$ cat src/rtl/single_port_blockram_arbiter_pkg.sv
// Shared constants and helpers for the single-port blockram arbiter.
// Holds the default geometry of the shared RAM and a helper that sizes the
// flattened per-client buses carried by the arbiter interface.
package single_port_blockram_arbiter_pkg;

  localparam int DEFAULT_NUM_REQUESTERS = 4;
  localparam int DEFAULT_ELEMENT_W      = 64;
  localparam int DEFAULT_NUMBER_SETS    = 64;

  // Field widths of the registered command that is not parameter dependent.
  localparam int CMD_WRITE_W = 1;

  // Width of a bus that packs one slice of slice_w bits per client.
  function automatic int flat_width(input int num_clients, input int slice_w);
    return num_clients * slice_w;
  endfunction

endpackage

$ cat src/rtl/single_port_blockram_arbiter_if.sv
// Client/RAM bundle of the single-port blockram arbiter.
// Client side : request_valid_in, request_ready_out, request_write_in,
//               request_addr_in (flattened), request_data_in (flattened),
//               response_valid_out, response_data_out.
// RAM side    : bram_access_en_out, bram_write_en_out, bram_addr_out,
//               bram_write_element_out, bram_read_element_in.
// Modport slave is the arbiter's view, master is the view of the
// clients and RAM that surround it.
interface single_port_blockram_arbiter_if
  import single_port_blockram_arbiter_pkg::*;
#(
  parameter int NUM_REQUESTERS              = DEFAULT_NUM_REQUESTERS,
  parameter int SINGLE_ELEMENT_SIZE_IN_BITS = DEFAULT_ELEMENT_W,
  parameter int NUMBER_SETS                 = DEFAULT_NUMBER_SETS,
  parameter int SET_PTR_WIDTH_IN_BITS       = $clog2(NUMBER_SETS)
);

  logic [NUM_REQUESTERS-1:0]                    request_valid_in;
  logic [NUM_REQUESTERS-1:0]                    request_ready_out;
  logic [NUM_REQUESTERS-1:0]                    request_write_in;
  logic [flat_width(NUM_REQUESTERS, SET_PTR_WIDTH_IN_BITS)-1:0]       request_addr_in;
  logic [flat_width(NUM_REQUESTERS, SINGLE_ELEMENT_SIZE_IN_BITS)-1:0] request_data_in;
  logic [NUM_REQUESTERS-1:0]                    response_valid_out;
  logic [SINGLE_ELEMENT_SIZE_IN_BITS-1:0]       response_data_out;

  logic                                         bram_access_en_out;
  logic                                         bram_write_en_out;
  logic [SET_PTR_WIDTH_IN_BITS-1:0]             bram_addr_out;
  logic [SINGLE_ELEMENT_SIZE_IN_BITS-1:0]       bram_write_element_out;
  logic [SINGLE_ELEMENT_SIZE_IN_BITS-1:0]       bram_read_element_in;

  modport slave (
    input  request_valid_in, request_write_in, request_addr_in, request_data_in,
    input  bram_read_element_in,
    output request_ready_out, response_valid_out, response_data_out,
    output bram_access_en_out, bram_write_en_out, bram_addr_out, bram_write_element_out
  );

  modport master (
    output request_valid_in, request_write_in, request_addr_in, request_data_in,
    output bram_read_element_in,
    input  request_ready_out, response_valid_out, response_data_out,
    input  bram_access_en_out, bram_write_en_out, bram_addr_out, bram_write_element_out
  );

endinterface

$ cat src/rtl/single_port_blockram_arbiter_rr.sv
// Combinational round-robin arbiter, reusable by any shared-resource block.
// Ports:
//   request_i   : per-client request vector
//   pointer_i   : client index with highest priority this cycle
//   grant_o     : one-hot grant (all zero when nothing requests)
//   grant_idx_o : encoded index of the granted client
//   grant_vld_o : a grant was issued
module round_robin_arbiter
  import single_port_blockram_arbiter_pkg::*;
#(
  parameter int NUM_REQUESTERS        = DEFAULT_NUM_REQUESTERS,
  parameter int REQ_PTR_WIDTH_IN_BITS = $clog2(NUM_REQUESTERS)
)(
  input  logic [NUM_REQUESTERS-1:0]        request_i,
  input  logic [REQ_PTR_WIDTH_IN_BITS-1:0] pointer_i,
  output logic [NUM_REQUESTERS-1:0]        grant_o,
  output logic [REQ_PTR_WIDTH_IN_BITS-1:0] grant_idx_o,
  output logic                             grant_vld_o
);

  // Walk the clients starting at the pointer. The wrap is a subtraction rather
  // than a bit mask so non-power-of-two client counts rotate correctly.
  always_comb begin
    int idx;
    idx         = 0;
    grant_o     = '0;
    grant_idx_o = '0;
    grant_vld_o = 1'b0;
    for (int k = 0; k < NUM_REQUESTERS; k++) begin
      idx = int'(pointer_i) + k;
      if (idx >= NUM_REQUESTERS) idx = idx - NUM_REQUESTERS;
      if (!grant_vld_o && request_i[idx]) begin
        grant_vld_o  = 1'b1;
        grant_o[idx] = 1'b1;
        grant_idx_o  = REQ_PTR_WIDTH_IN_BITS'(idx);
      end
    end
  end

endmodule

$ cat src/rtl/single_port_blockram_arbiter.sv
// Shares one single-port blockram among NUM_REQUESTERS clients.
// A round-robin grant selects one client per cycle; the accepted request is
// registered into a command stage that drives the RAM, and read data returns
// to the originating client two cycles after acceptance.
// Ports:
//   clk_in   : clock, all logic on the rising edge
//   reset_in : synchronous active-high reset
//   bus      : client handshake, response and RAM command bundle (slave view)
module single_port_blockram_arbiter
  import single_port_blockram_arbiter_pkg::*;
#(
  parameter int NUM_REQUESTERS              = DEFAULT_NUM_REQUESTERS,
  parameter int SINGLE_ELEMENT_SIZE_IN_BITS = DEFAULT_ELEMENT_W,
  parameter int NUMBER_SETS                 = DEFAULT_NUMBER_SETS,
  parameter int SET_PTR_WIDTH_IN_BITS       = $clog2(NUMBER_SETS),
  parameter int REQ_PTR_WIDTH_IN_BITS       = $clog2(NUM_REQUESTERS)
)(
  input  logic clk_in,
  input  logic reset_in,
  single_port_blockram_arbiter_if.slave bus
);

  localparam int N  = NUM_REQUESTERS;
  localparam int A  = SET_PTR_WIDTH_IN_BITS;
  localparam int W  = SINGLE_ELEMENT_SIZE_IN_BITS;
  localparam int RW = REQ_PTR_WIDTH_IN_BITS;

  typedef struct packed {
    logic [CMD_WRITE_W-1:0] write;
    logic [A-1:0]           addr;
    logic [W-1:0]           data;
    logic [RW-1:0]          id;
  } cmd_t;

  logic [N-1:0]  req_vld;
  logic [N-1:0]  grant;
  logic [RW-1:0] grant_idx;
  logic          grant_vld;
  logic [RW-1:0] ptr_q;
  logic [RW-1:0] ptr_d;
  cmd_t          cmd_p0;

  logic          cmd_vld_p1_q;
  logic          wr_p1_q;
  logic [A-1:0]  addr_p1_q;
  logic [W-1:0]  wdata_p1_q;
  logic          rd_vld_p1_q;
  logic [RW-1:0] rd_id_p1_q;

  logic [N-1:0]  resp_vld_p2_d;
  logic [N-1:0]  resp_vld_p2_q;
  logic [W-1:0]  resp_data_p2_q;

  // Stage p0: arbitration. Requests are masked during reset so no handshake
  // can complete in a reset cycle.
  assign req_vld = reset_in ? '0 : bus.request_valid_in;

  round_robin_arbiter #(
    .NUM_REQUESTERS        (N),
    .REQ_PTR_WIDTH_IN_BITS (RW)
  ) u_rr (
    .request_i   (req_vld),
    .pointer_i   (ptr_q),
    .grant_o     (grant),
    .grant_idx_o (grant_idx),
    .grant_vld_o (grant_vld)
  );

  assign bus.request_ready_out = grant;

  always_comb begin
    cmd_p0.write = bus.request_write_in[grant_idx];
    cmd_p0.addr  = bus.request_addr_in[grant_idx*A +: A];
    cmd_p0.data  = bus.request_data_in[grant_idx*W +: W];
    cmd_p0.id    = grant_idx;
  end

  always_comb begin
    ptr_d = ptr_q;
    if (grant_vld) ptr_d = (int'(grant_idx) == N - 1) ? '0 : grant_idx + RW'(1);
  end

  // Stage p1: registered command driving the RAM. Address and data hold
  // through idle cycles; write enable drops with access enable so an idle
  // cycle never looks like a write.
  always_ff @(posedge clk_in) begin
    if (reset_in) begin
      ptr_q        <= '0;
      cmd_vld_p1_q <= 1'b0;
      wr_p1_q      <= 1'b0;
      addr_p1_q    <= '0;
      wdata_p1_q   <= '0;
      rd_vld_p1_q  <= 1'b0;
    end else begin
      ptr_q        <= ptr_d;
      cmd_vld_p1_q <= grant_vld;
      wr_p1_q      <= grant_vld & cmd_p0.write[0];
      rd_vld_p1_q  <= grant_vld & ~cmd_p0.write[0];
      if (grant_vld) begin
        addr_p1_q  <= cmd_p0.addr;
        wdata_p1_q <= cmd_p0.data;
      end
    end
  end

  always_ff @(posedge clk_in) begin
    if (grant_vld && !cmd_p0.write[0]) rd_id_p1_q <= cmd_p0.id;
  end

  assign bus.bram_access_en_out     = cmd_vld_p1_q;
  assign bus.bram_write_en_out      = wr_p1_q;
  assign bus.bram_addr_out          = addr_p1_q;
  assign bus.bram_write_element_out = wdata_p1_q;

  // Stage p2: response. The RAM returns read data combinationally from the
  // registered address, so it is captured on the same edge that completes
  // the access and presented for one cycle with the originating client id.
  always_comb begin
    resp_vld_p2_d = '0;
    if (rd_vld_p1_q) resp_vld_p2_d[rd_id_p1_q] = 1'b1;
  end

  always_ff @(posedge clk_in) begin
    if (reset_in) begin
      resp_vld_p2_q  <= '0;
      resp_data_p2_q <= '0;
    end else begin
      resp_vld_p2_q <= resp_vld_p2_d;
      if (rd_vld_p1_q) resp_data_p2_q <= bus.bram_read_element_in;
    end
  end

  assign bus.response_valid_out = resp_vld_p2_q;
  assign bus.response_data_out  = resp_data_p2_q;

endmodule

$ cat src/flat_wrapper.sv
// flat-port wrapper written by rule: the top's interface ports become plain ports
module single_port_blockram_arbiter_flat import single_port_blockram_arbiter_pkg::*;
#(
  parameter int NUM_REQUESTERS              = DEFAULT_NUM_REQUESTERS,
  parameter int SINGLE_ELEMENT_SIZE_IN_BITS = DEFAULT_ELEMENT_W,
  parameter int NUMBER_SETS                 = DEFAULT_NUMBER_SETS,
  parameter int SET_PTR_WIDTH_IN_BITS       = $clog2(NUMBER_SETS),
  parameter int REQ_PTR_WIDTH_IN_BITS       = $clog2(NUM_REQUESTERS)
)
  (clk_in, reset_in, bus_request_valid_in, bus_request_write_in, bus_request_addr_in, bus_request_data_in, bus_bram_read_element_in, bus_request_ready_out, bus_response_valid_out, bus_response_data_out, bus_bram_access_en_out, bus_bram_write_en_out, bus_bram_addr_out, bus_bram_write_element_out);
  single_port_blockram_arbiter_if #(.NUM_REQUESTERS(NUM_REQUESTERS), .SINGLE_ELEMENT_SIZE_IN_BITS(SINGLE_ELEMENT_SIZE_IN_BITS), .NUMBER_SETS(NUMBER_SETS), .SET_PTR_WIDTH_IN_BITS(SET_PTR_WIDTH_IN_BITS)) bus_i ();
  input  logic clk_in;
  input  logic reset_in;
  input wire logic [$bits(bus_i.request_valid_in)-1:0] bus_request_valid_in;
  input wire logic [$bits(bus_i.request_write_in)-1:0] bus_request_write_in;
  input wire logic [$bits(bus_i.request_addr_in)-1:0] bus_request_addr_in;
  input wire logic [$bits(bus_i.request_data_in)-1:0] bus_request_data_in;
  input wire logic [$bits(bus_i.bram_read_element_in)-1:0] bus_bram_read_element_in;
  output wire logic [$bits(bus_i.request_ready_out)-1:0] bus_request_ready_out;
  output wire logic [$bits(bus_i.response_valid_out)-1:0] bus_response_valid_out;
  output wire logic [$bits(bus_i.response_data_out)-1:0] bus_response_data_out;
  output wire logic [$bits(bus_i.bram_access_en_out)-1:0] bus_bram_access_en_out;
  output wire logic [$bits(bus_i.bram_write_en_out)-1:0] bus_bram_write_en_out;
  output wire logic [$bits(bus_i.bram_addr_out)-1:0] bus_bram_addr_out;
  output wire logic [$bits(bus_i.bram_write_element_out)-1:0] bus_bram_write_element_out;
  assign bus_i.request_valid_in = bus_request_valid_in;
  assign bus_i.request_write_in = bus_request_write_in;
  assign bus_i.request_addr_in = bus_request_addr_in;
  assign bus_i.request_data_in = bus_request_data_in;
  assign bus_i.bram_read_element_in = bus_bram_read_element_in;
  assign bus_request_ready_out = bus_i.request_ready_out;
  assign bus_response_valid_out = bus_i.response_valid_out;
  assign bus_response_data_out = bus_i.response_data_out;
  assign bus_bram_access_en_out = bus_i.bram_access_en_out;
  assign bus_bram_write_en_out = bus_i.bram_write_en_out;
  assign bus_bram_addr_out = bus_i.bram_addr_out;
  assign bus_bram_write_element_out = bus_i.bram_write_element_out;
  single_port_blockram_arbiter #(.NUM_REQUESTERS(NUM_REQUESTERS), .SINGLE_ELEMENT_SIZE_IN_BITS(SINGLE_ELEMENT_SIZE_IN_BITS), .NUMBER_SETS(NUMBER_SETS), .SET_PTR_WIDTH_IN_BITS(SET_PTR_WIDTH_IN_BITS), .REQ_PTR_WIDTH_IN_BITS(REQ_PTR_WIDTH_IN_BITS)) u_core (.clk_in(clk_in), .reset_in(reset_in), .bus(bus_i));
endmodule
$ cat config.mk
export PLATFORM = sky130hd
export DESIGN_NAME = single_port_blockram_arbiter_flat
export DESIGN_NICKNAME = d
export VERILOG_FILES = /design/src/rtl/single_port_blockram_arbiter_pkg.sv /design/src/rtl/single_port_blockram_arbiter_if.sv /design/src/rtl/single_port_blockram_arbiter_rr.sv /design/src/rtl/single_port_blockram_arbiter.sv /design/src/flat_wrapper.sv
export SDC_FILE = /design/constraint.sdc
export NUM_CORES = 1
export LEC_CHECK = 0
export CAP_MARGIN = 5
export CORE_AREA = 2 2 191 193
export CTS_CLUSTER_DIAMETER = 150
export DETAILED_ROUTE_END_ITERATION = 6
export DIE_AREA = 0 0 193 195
export GPL_TIMING_DRIVEN = 0
export PLACE_DENSITY = 0.5
export SETUP_SLACK_MARGIN = 0.05
export SLEW_MARGIN = 20
export SYNTH_ARGS = -nofsm -noshare
export SYNTH_HDL_FRONTEND = slang
export SYNTH_SLANG_ARGS = --single-unit
$ cat constraint.sdc
create_clock -name clk_in -period 5.4 [get_ports clk_in]
set_clock_uncertainty 0.2 [all_clocks]
set_input_delay 0.54 -clock clk_in [delete_from_list [all_inputs] [get_ports clk_in]]
set_output_delay 0.54 -clock clk_in [all_outputs]
set_load 0.05 [all_outputs]
==> flow_summary.json <==
{
  "status": "finished clean",
  "post_cts_buffers": 0,
  "hold_start": "u_core.rd_id_p1_q[0]",
  "irDropWorstVdd_mv": 0.197,
  "ys.flop_type": "dfxtp_1",
  "dp_hpwl_um": 31700,
  "path_cells": "buf_4, inv_1, ha_1, or2_2, o22ai_2, and2_1, a222oi_1, nand2_1, clkdlybuf4s50_1",
  "finalSetupViolations": 0,
  "ant_nets": 0,
  "cts_max_level": 4,
  "io_pins": 498,
  "cts-buffers-inserted": 17,
  "antenna_found_initial": 7,
  "cp_slowest_cell": "clkdlybuf4s50_1",
  "syn_area_mm2": 0.00780,
  "drt-total-wl_um": 40300,
  "synth_top_area_frac": 0.367,
  "wl_per_cell_um": 21.2,
  "yosysSeqAreaShare": 0.375,
  "cts.sinks": 145,
  "die_x_um": 193,
  "synthCells": 913,
  "slew_viol_final": 0,
  "r2r_start": "u_core.ptr_q[0]",
  "synth_top_area_cell": "dfxtp_1",
  "nNetsFinal": 1791,
  "async_flop_share": 0,
  "drive_gt1_frac": 0.0430,
  "via_per_inst": 4.65,
  "grt_overflow": 0,
  "final_cell_area_mm2": 0.0140,
  "cpPeakStageDelay_ns": 0.79,
  "synth_most_common_cell": "nor2_1",
  "crit_buf_inv": 3,
  "num_rows": 69,
  "grt_pass1_vias": 9013,
  "synthTopCellsByArea": "dfxtp_1 (37%), mux2i_1 (18%), nor2_1 (10%)",
  "syn_area_per_cell_um2": 8.54,
  "nFillCells": 3633,
  "grt_usage": 0.207,
  "area_delta_synth_final_pct": 79.1,
  "grt_pass1_wl_um": 56800,
  "route.detailed.drc": 0,
  "cts_resized": 0,
  "die_y_um": 195,
  "total_power_mw": 5.64,
  "first_iter_violations": 390,
  "crit_arrival_ns": 3.49,
  "grt_setup_unrepaired": "no",
  "place_congestion": 0.794,
  "power.density_mw_per_mm2": 404,
  "dr.pass1.iters": 6,
  "cts_buffer_depth": 2,
  "cp-start-kind": "flop",
  "port-buffer-count": 497,
  "clk_latency_ns": 0.42,
  "ys_types": 42,
  "crit_start": "u_core.ptr_q[0]",
  "finalCritPeriodShare": 0.783,
  "grt_max_degree": 17,
  "cap_violations": 0,
  "synth_edf_count": 2,
  "yosys_warnings": 0,
  "core_mm2": 0.0354,
  "dieArea_mm2": 0.0376,
  "endpoint_kind": "primary output",
  "required_ns": 4.66,
  "critical_path_class": "reg2out",
  "power_leakage_nw": 5.50,
  "cts_hold_buf": 0,
  "num_vias": 8862,
  "fin_setup_tns_ns": 0,
  "slew_headroom": 0.327,
  "synth.top_cells.by_count": "nor2_1 (215), dfxtp_1 (143), mux2i_1 (138), nand2_1 (80)",
  "crit_fanout": 10,
  "crit_family": "buffers and inverters",
  "tightest_slew_ns": 1.00,
  "post-route-min-period_ns": 4.23,
  "cts_root_buffer": "clkbuf_16",
  "syn-num-nets": 1275,
  "fmax_mhz": 237,
  "cts_tree": "done",
  "synth_seq_cells": 145,
  "hold_ws_ns": 0.277,
  "placed_cell_area_mm2": 0.0134,
  "finalHoldViolations": 0,
  "hp-class": "reg2reg",
  "start_util": 0.220,
  "path_clk_slew_ns": 0.06
}
## power breakdown
part / total (mW) / switching (mW) / leakage (nW) / internal [mW]
Clock: 1.28 / 0.550 / 0.295 / 0.733
Combinational: 2.91 / 1.77 / 3.99 / 1.14
Sequential: 1.45 / 0.135 / 1.21 / 1.31
Total: 5.64 / 2.46 / 5.50 / 3.18
## layer usage
metal	vias to the layer above	routed length, um	GRT usage
met5	-	52	0
met4	8	811	0.0643
met3	41	3920	0.0721
met2	383	20200	0.372
met1	4133	15300	0.226
li1	4297	-	-
## cell families (layout without fill, tap and decap cells)
group,Yosys count,count (layout),share of synthesized area
fa+ha+maj,8,8,0.0128
mux,141,141,0.183
compound gates,86,86,0.0967
other cells,0,3,0
xor+xnor,1,1,0.00209
simple gates,455,455,0.272
buf+inv,77,606,0.0587
flops,145,145,0.375
## area by class of cell
| cell class | instances | area (um^2) | share of cell area |
|---|---|---|---|
| diodes | 3 | 7.51 | 0.000537 |
| plain buffers | 71 | 435 | 0.0312 |
| clock buffers | 20 | 468 | 0.0335 |
| clock inverters | 12 | 144 | 0.0103 |
| inverters | 6 | 22.5 | 0.00161 |
| multi-input cells | 691 | 4420 | 0.316 |
| flip-flops and latches | 145 | 2920 | 0.209 |
| well taps | 461 | 577 | 0.0413 |
| repair buffers | 497 | 4970 | 0.356 |
## placed cells by master (no fill, tap or decap), types with 6 or more instances in the layout
master | Yosys | final
inv_1 | 6 | 6
ha_1 | 8 | 8
buf_1 | 7 | 7
nand2_1 | 80 | 80
clkbuf_16 | 0 | 18
mux2i_1 | 138 | 138
buf_12 | 7 | 7
a32oi_1 | 70 | 70
nor2_1 | 215 | 215
dfxtp_1 | 143 | 143
nand3b_1 | 70 | 70
buf_4 | 10 | 10
clkbuf_1 | 43 | 44
nand3_1 | 70 | 70
clkdlybuf4s50_1 | 0 | 497
## worst reg2reg max path, delay by kind of cell (launching register included)
family	cells	cell delay [ns]
buffers and inverters	4	0.94
XOR/XNOR	1	0.79
AO/OA/AOI/OAI	3	0.58
flip-flops	1	0.49
AND/OR/NAND/NOR	2	0.42
adder cells (fa/ha/maj)	1	0.39
## registers in the layout, summed over array words and instances, names as in the netlist
signal                             count
u_core.ptr_q                           2
u_core.bus.response_valid_out          4
u_core.bus.bram_access_en_out          1
u_core.rd_id_p1_q                      2
u_core.bus.bram_write_element_out     64
u_core.rd_vld_p1_q                     1
u_core.bus.bram_write_en_out           1
u_core.bus.response_data_out          64
u_core.bus.bram_addr_out               6
## worst paths after layout
kind | endpoint | cells after the start | slack (ns)
max | bus_request_ready_out[2] | 9 | 1.17
min | u_core.bus.response_valid_out[0] | 1 | 0.28
max reg2reg | u_core.bus.bram_write_element_out[37] | 11 | 1.52
min reg2reg | u_core.bus.response_valid_out[0] | 1 | 0.28
## stage by stage
| stage | setup slack [ns] | util | instances |
|---|---|---|---|
| 2_1_floorplan | 2.40 | - | 913 |
| 3_3_place_gp | 1.52 | 0.377 | 1871 |
| 3_5_place_dp | 1.47 | 0.377 | 1871 |
| 4_1_cts | 1.16 | 0.394 | 1903 |
| 5_1_grt | 0.966 | 0.395 | 1906 |
| 6_report | 1.17 | 0.395 | 1906 |
Power figures use the tool's default switching activity.
